<file path="src/rtl/pipe_pkg.sv">
// Shared types and default widths for the elastic pipeline stage.
package pipe_pkg;

  localparam int unsigned PIPE_DATA_W = 32;
  localparam int unsigned PIPE_CTRL_W = 2;

  typedef enum logic [1:0] {
    EMPTY,
    ONE,
    TWO
  } pipe_state_e;

endpackage

</file>
<file path="src/rtl/pipe_slot.sv">
// One entry of the pipeline stage: valid + data + ctrl with load/clear.
// Control bits are zeroed on clear so an invalid slot never carries live ctrl.
module pipe_slot
  import pipe_pkg::*;
#(
  parameter int unsigned DATA_W = PIPE_DATA_W,
  parameter int unsigned CTRL_W = PIPE_CTRL_W
) (
  input  logic              clk,
  input  logic              rst,
  input  logic              clr,
  input  logic              load,
  input  logic [DATA_W-1:0] ld_data,
  input  logic [CTRL_W-1:0] ld_ctrl,
  output logic              valid,
  output logic [DATA_W-1:0] data,
  output logic [CTRL_W-1:0] ctrl
);

  logic              valid_q, valid_d;
  logic [DATA_W-1:0] data_q,  data_d;
  logic [CTRL_W-1:0] ctrl_q,  ctrl_d;

  always_comb begin
    valid_d = valid_q;
    data_d  = data_q;
    ctrl_d  = ctrl_q;
    if (clr) begin
      valid_d = 1'b0;
      ctrl_d  = '0;
    end else if (load) begin
      valid_d = 1'b1;
      data_d  = ld_data;
      ctrl_d  = ld_ctrl;
    end
  end

  always_ff @(posedge clk) begin
    if (!rst) begin
      valid_q <= 1'b0;
      data_q  <= '0;
      ctrl_q  <= '0;
    end else begin
      valid_q <= valid_d;
      data_q  <= data_d;
      ctrl_q  <= ctrl_d;
    end
  end

  assign valid = valid_q;
  assign data  = data_q;
  assign ctrl  = ctrl_q;

endmodule

</file>
<file path="src/rtl/pipe_stage_hs.sv">
// Elastic valid/ready pipeline stage with 1-entry skid buffer and flush.
// Optional stall counter enabled by defining PIPE_STALL_CNT_EN.
module pipe_stage_hs
  import pipe_pkg::*;
#(
  parameter int unsigned DATA_W = PIPE_DATA_W,
  parameter int unsigned CTRL_W = PIPE_CTRL_W
`ifdef PIPE_STALL_CNT_EN
  ,
  parameter int unsigned CNT_W  = 16
`endif
) (
  input  logic              clk,
  input  logic              rst,
  input  logic              flush,
  input  logic              in_valid,
  output logic              in_ready,
  input  logic [DATA_W-1:0] in_data,
  input  logic [CTRL_W-1:0] in_ctrl,
  output logic              out_valid,
  input  logic              out_ready,
  output logic [DATA_W-1:0] out_data,
  output logic [CTRL_W-1:0] out_ctrl
`ifdef PIPE_STALL_CNT_EN
  ,
  output logic [CNT_W-1:0]  stall_cnt
`endif
);

  pipe_state_e state_q, state_d;

  logic              main_load, main_clr, main_from_skid;
  logic              skid_load, skid_clr;
  logic              skid_valid;
  logic [DATA_W-1:0] skid_data, main_ld_data;
  logic [CTRL_W-1:0] skid_ctrl, main_ld_ctrl;
  logic              in_xfer, out_xfer;

  assign in_xfer  = in_valid && in_ready;
  assign out_xfer = out_valid && out_ready;

  always_comb begin
    state_d        = state_q;
    main_load      = 1'b0;
    main_clr       = 1'b0;
    main_from_skid = 1'b0;
    skid_load      = 1'b0;
    skid_clr       = 1'b0;
    if (flush) begin
      main_clr = 1'b1;
      skid_clr = 1'b1;
      state_d  = EMPTY;
    end else begin
      unique case (state_q)
        EMPTY: begin
          if (in_xfer) begin
            main_load = 1'b1;
            state_d   = ONE;
          end
        end
        ONE: begin
          if (in_xfer && out_xfer) begin
            main_load = 1'b1;
          end else if (in_xfer) begin
            skid_load = 1'b1;
            state_d   = TWO;
          end else if (out_xfer) begin
            main_clr = 1'b1;
            state_d  = EMPTY;
          end
        end
        TWO: begin
          // in_ready is low here, so only the drain path is possible
          if (out_xfer) begin
            main_load      = 1'b1;
            main_from_skid = 1'b1;
            skid_clr       = 1'b1;
            state_d        = ONE;
          end
        end
        default: state_d = EMPTY;
      endcase
    end
  end

  always_ff @(posedge clk) begin
    if (!rst) state_q <= EMPTY;
    else      state_q <= state_d;
  end

  assign main_ld_data = main_from_skid ? skid_data : in_data;
  assign main_ld_ctrl = main_from_skid ? skid_ctrl : in_ctrl;

  pipe_slot #(.DATA_W(DATA_W), .CTRL_W(CTRL_W)) u_main (
    .clk     (clk),
    .rst     (rst),
    .clr     (main_clr),
    .load    (main_load),
    .ld_data (main_ld_data),
    .ld_ctrl (main_ld_ctrl),
    .valid   (out_valid),
    .data    (out_data),
    .ctrl    (out_ctrl)
  );

  pipe_slot #(.DATA_W(DATA_W), .CTRL_W(CTRL_W)) u_skid (
    .clk     (clk),
    .rst     (rst),
    .clr     (skid_clr),
    .load    (skid_load),
    .ld_data (in_data),
    .ld_ctrl (in_ctrl),
    .valid   (skid_valid),
    .data    (skid_data),
    .ctrl    (skid_ctrl)
  );

  assign in_ready = !skid_valid;

`ifdef PIPE_STALL_CNT_EN
  logic [CNT_W-1:0] stall_q, stall_d;

  always_comb begin
    stall_d = stall_q;
    if (out_valid && !out_ready && (stall_q != '1)) stall_d = stall_q + 1'b1;
  end

  // cleared by reset only; flush deliberately leaves the count intact
  always_ff @(posedge clk) begin
    if (!rst) stall_q <= '0;
    else      stall_q <= stall_d;
  end

  assign stall_cnt = stall_q;
`endif

endmodule

</file>
<file path="config.mk">
export PLATFORM = sky130hd
export DESIGN_NAME = pipe_stage_hs
export DESIGN_NICKNAME = d
export VERILOG_FILES = /design/src/rtl/pipe_pkg.sv /design/src/rtl/pipe_slot.sv /design/src/rtl/pipe_stage_hs.sv
export SDC_FILE = /design/constraint.sdc
export NUM_CORES = 1
export LEC_CHECK = 0
export ABC_AREA = 1
export BUFFER_PORTS_ARGS = -buffer_cell sky130_fd_sc_hd__buf_2
export CAP_MARGIN = 20
export CORE_ASPECT_RATIO = 2
export CORE_UTILIZATION = 53
export DETAILED_ROUTE_END_ITERATION = 7
export GPL_ROUTABILITY_DRIVEN = 0
export HOLD_SLACK_MARGIN = 0.03
export PLACE_DENSITY_LB_ADDON = 0.15
export SLEW_MARGIN = 20
export SYNTH_ARGS = -nofsm -noshare
export SYNTH_HDL_FRONTEND = slang
export SYNTH_SLANG_ARGS = --single-unit
</file>
<file path="constraint.sdc">
create_clock -name clk -period 1.7 [get_ports clk]
set_clock_uncertainty 0.15 [all_clocks]
set_input_delay 0.425 -clock clk [delete_from_list [all_inputs] [get_ports clk]]
set_output_delay 0.425 -clock clk [all_outputs]
set_load 0.005 [all_outputs]
</file>
* After elaboration in Yosys (flattened, before gate mapping)
Index checks and enable logic that the tools add are counted.
Word-level totals: bits of input ports 39, flip-flop bits (word level) 72, word-level logic and storage cells 50
Cells by class: equal/unequal tests 6, muxes and demuxes 23, reductions and logical operators 11, bitwise gates (word level) 3
Operator list (count):
- 32-bit two-way mux | 1
- 1-bit two-way mux | 14
- 2-bit two-way mux | 6
- 2-bit inequality test, second input constant | 3
- 2-bit one-hot mux with 3 select lines | 1
- 2-bit OR reduction | 3
- 2-bit AND reduction | 2
- 4-bit AND reduction | 1
- 1-bit logical AND | 3
- 3-bit inequality test, second input constant | 1
- 1-bit inverter | 3
- 1-bit one-hot mux with 3 select lines | 1
- 2-bit by 1-bit == test with 1-bit output, second input constant | 1
- 2-bit == test, second input constant | 1
- 2-bit logical NOT | 1
- 1-bit logical NOT | 1

* Logic depth before layout (Yosys ltp)
depth after elaboration 8, gate-level depth with buffers 9, gate-level depth less buffers 8

* Cells and area by module
Synthesis repeated with hierarchy kept, for this count alone.
Unflattened totals: cell total of the unflattened synthesis 585, area, all modules 3577.2 µm²
Modules (own cells, without submodules):
- pipe_slot | sequential area each 700.7 µm², cells an instance 221, area each 1472.7 µm², instances 2
- pipe_stage_hs | sequential area each 40.0 µm², cells an instance 143, area each 631.9 µm², instances 1

* Least setup slack after synthesis
Ideal clock, no wire load.
path kind input port to flip-flop, start point input port out_ready, end point register u_main.data_q[10], in the netlist u_main.data[10], buffers on the path 1, library setup time 132 ps, stages on the path 9, path slack 194 ps, arrival 1224 ps, path through nand2_1 -> inv_2 -> nand2_1 -> nand2_1 -> nand2_4 -> clkinv_4 -> buf_4 -> nand2_1 -> a21oi_1
Between the ends: longest elaborated chain between the ends 8, elaborated cells on any way between the ends 15, classes of those cells mux: 11; bitwise: 1; reduce/logical: 3
Ends and longest elaborated chain:
- from (decl) | RTL line pipe_stage_hs.sv:21 | input logic out_ready,
- 1-bit logical AND (*) | RTL line pipe_stage_hs.sv:40 | assign out_xfer = out_valid && out_ready;
- 1-bit two-way mux | RTL line pipe_stage_hs.sv:67, pipe_stage_hs.sv:74
- 1-bit two-way mux | RTL line pipe_stage_hs.sv:64 | end else if (in_xfer) begin
- 1-bit two-way mux | RTL line pipe_stage_hs.sv:62 | if (in_xfer && out_xfer) begin
- 1-bit two-way mux | RTL line pipe_stage_hs.sv:54 | unique case (state_q)
- 1-bit two-way mux | RTL line pipe_stage_hs.sv:49 | if (flush) begin
- 1-bit inverter (no source line)
- 2-bit AND reduction (no source line)
- to (signal assigned) | RTL line pipe_slot.sv:45 | data_q <= data_d;
- to (decl) | RTL line pipe_slot.sv:21 | logic [DATA_W-1:0] data_q, data_d;
Mark *: on every way between the ends. The rest lies on a longest branch, timed or not. A chain may end at the register's enable or synchronous reset.

* Worst setup path in the final report
start point register u_main.valid_q, in the netlist u_main.valid, end point register u_main.data_q[13], in the netlist u_main.data[13]
Between the ends: longest elaborated chain between the ends 8, elaborated cells on any way between the ends 15, classes of those cells mux: 11; bitwise: 1; reduce/logical: 3
Ends and longest elaborated chain:
- from (decl) | RTL line pipe_slot.sv:20 | logic valid_q, valid_d;
- from (signal assigned) | RTL line pipe_slot.sv:44 | valid_q <= valid_d;
- 1-bit logical AND (*) | RTL line pipe_stage_hs.sv:40
- 1-bit two-way mux | RTL line pipe_stage_hs.sv:67, pipe_stage_hs.sv:74
- 1-bit two-way mux | RTL line pipe_stage_hs.sv:64
- 1-bit two-way mux | RTL line pipe_stage_hs.sv:62
- 1-bit two-way mux | RTL line pipe_stage_hs.sv:54
- 1-bit two-way mux | RTL line pipe_stage_hs.sv:49
- 1-bit inverter (no source line)
- 2-bit AND reduction (no source line)
Marks and branches as above.

==> out/results.ini <==
[pwr]
combinationalPowerShare_pct = 10.9
ir_drop_uv = 889
clock_power_share_pct = 35.7
netSwitchingPower_mw = 0.863
power_switching_share_pct = 26.0
leakage_power_of_the_design_nw = 1.71
power_report.internal_total_mw = 2.46
seq_power_share_pct = 53.4
power_per_standard_cell_area_nw_per_um2 = 897

[final_layout]
n_fill_cell = 529
layout.nets = 556
diodes = 0
area_growth_pct = 21.8
final_layout_size_suffix_gt1_share_pct = 21.6
final_util_pct = 67.7

[detailed_routing]
routed_wire_length_mm = 7.78
drt.antenna.violating_nets = 0
dr_total_vias = 3101
post_drt_wl_per_cell_um = 13.4
post_dr_vias_cell = 5.33
drc = 0
drt_first_iter_violations = 165
drt-pass1-iter-count = 5

[synthesis]
netlist-cell-type-count = 20
synth-async-reset-ratio_pct = 0
synth_top_cells_by_count = 149 x nand2_1, 72 x dfxtp_1, 71 x nor2_1, 39 x a21oi_1, 36 x nand3_1
synth_top_cell_area_share_pct = 47.4
synthesis.nets = 481
postSynth.topFlopCell = dfxtp_1
synth_seq_area_share_pct = 47.4
synth-warning-count = 0
synth_top_area_cell = dfxtp_1
synth_edf_count = 0
synth_area_per_cell_um2 = 6.88
post-synth-top-count-cell = nand2_1
yosys-top-cells-area = dfxtp_1 47%, nand2_1 18%, nor2_1 8.8%, a21oi_1 6.4%, nand3_1 5.9%
synth_area_um2 = 3040
synth.ff_latch_count = 72
synthesis.instances = 442

[global_routing]
antenna_found_initial = 0
grt_util_all_layers_pct = 27.1
grt_max_degree = 36
first_global_vias = 2791
gr-total-overflow = 0
grt_first_pass_wirelength_mm = 12.7

[critical_path]
critPathKind = reg2reg
timing.critical_path.fanout_max = 13
cp.required_ps = 1780
setup_crit_start_kind = flip-flop
timing.reg2reg.setup_slack_ps = 140
setup.worst_path.end_class = flip-flop
critPathArrivalTime_ps = 1640

[clock_tree]
htreeDepth = 3
cts_hold_buffers = 0
cts-resized-gates = 0
cts.root.buffer_cell = clkbuf_8
cts_buffers = 9
clock-sinks = 72
max-clock-path-buffers = 2
cts.repair_timing.setup_buffer_count = 0
tritoncts = built
clock_latency_ps = 350
clkTransAtPathRegs_ps = 70

[sta]
post-route-min-period_ps = 1560
worst_slew_pin_slew_ps = 333
timing.setup.tns_ps = 0
achievable-frequency_mhz = 640
count_of_final_setup_violators = 0
timing_max_transition_violations_final = 0
post-route-worst-setup-slack_ps = 138
finalHoldViolCount = 0
grt_setup_unrepaired = yes
relSlewSlack_pct = 77.6
final_period_utilization_pct = 91.9

[floorplan]
placement_rows = 38
initial_core_util_pct = 55.6
top_level_port_count = 75
core_um2 = 5470
design.die.area_um2 = 6060
floorplan_die_height_um = 109
die_width_um = 55.6

[placed_design]
place_worst_setup_slack_ps = -52.1
portBuffers = 74
place_hpwl_mm = 5.13

[flow_run]
cap_violations = 0

[run_status]
outcome = finished clean

[hold_path]
min_path_type = in2reg

-- cells in the final DEF (no fill, tap or decap) --
master / n
nor4_1: 1
clkinvlp_4: 1
nand2_1: 149
inv_1: 2
nand2_4: 1
nand3_1: 36
o21ai_1: 22
nand4_4: 1
clkbuf_8: 10
dfxtp_1: 72
a21oi_1: 39
o211a_1: 1
nor2_2: 1
clkinv_8: 1
clkinv_1: 1
o21ai_0: 12
clkinv_2: 2
buf_2: 74
clkbuf_1: 3
buf_12: 4
buf_4: 13
inv_2: 5
nor2_1: 71
-- kinds of logic after synthesis --
logic type             synth area share (%)
AND/OR/NAND/NOR                        34.3
flip-flops                             47.4
AO/OA/AOI/OAI                          12.3
buffers and inverters                  5.97
-- per-stage QoR --
step | std cells | hold slack, ps | area (um2) | total power [mW]
6_report | 582 | 145 | 3700 | 3.32
5_1_grt | 582 | 144 | 3700 | 3.48
4_1_cts | 582 | 132 | 3690 | 3.35
3_5_place_dp | 566 | 303 | 3520 | 2.17
3_3_place_gp | 566 | 300 | 3520 | 2.17
2_1_floorplan | 442 | 295 | 3040 | 2.02
-- final cells by class --
cell class | instances | area, um2 | area share, %
Sequential cell | 72 | 1440 | 38.9
Multi-Input combinational cell | 334 | 1430 | 38.5
Timing Repair Buffer | 91 | 548 | 14.8
Clock buffer | 13 | 149 | 4.02
Tap cell | 60 | 75.1 | 2.03
Inverter | 9 | 46.3 | 1.25
Clock inverter | 3 | 17.5 | 0.473
-- power by group through the flow --
stage	logic [mW]	registers [mW]	clock network, mW
2_1_floorplan	0.204	1.81	0
3_3_place_gp	0.354	1.81	0
3_5_place_dp	0.359	1.81	0
4_1_cts	0.360	1.77	1.21
5_1_grt	0.410	1.78	1.29
6_report	0.362	1.78	1.19
-- state kept, by name, indices dropped and copies added (netlist names) --
| register | cells |
|---|---|
| state_q | 2 |
| u_main.ctrl | 2 |
| u_main.data | 32 |
| u_main.valid | 1 |
| u_skid.ctrl | 2 |
| u_skid.data | 32 |
| u_skid.valid | 1 |
-- per-layer routing --
| metal | track usage (%) | routed length, um |
|---|---|---|
| met3 | 6.05 | 370 |
| met4 | 11.4 | 149 |
| met2 | 49.9 | 4140 |
| met1 | 29.3 | 3120 |
| met5 | 0 | 0 |
-- worst paths after layout --
| path | end | cells after the start | startpoint |
|---|---|---|---|
| min reg2reg | u_main.ctrl[1]$_SDFFE_PP0P_ | 2 | u_main.ctrl[1]$_SDFFE_PP0P_ |
| max | u_main.data[13]$_SDFFE_PN0P_ | 8 | u_main.valid$_SDFFE_PP0P_ |
| max reg2reg | u_main.data[13]$_SDFFE_PN0P_ | 8 | u_main.valid$_SDFFE_PP0P_ |
| min | state_q[1]$_SDFFE_PP0P_ | 2 | flush |
-- critical path, stage by stage, from the launching register on --
cell	delay [ps]
dfxtp_1	380
nand2_1	160
inv_2	110
nand2_1	70
nand2_1	130
nand2_4	100
buf_4	210
nand2_1	80
a21oi_1	60
(Power assumes the default switching activity.)
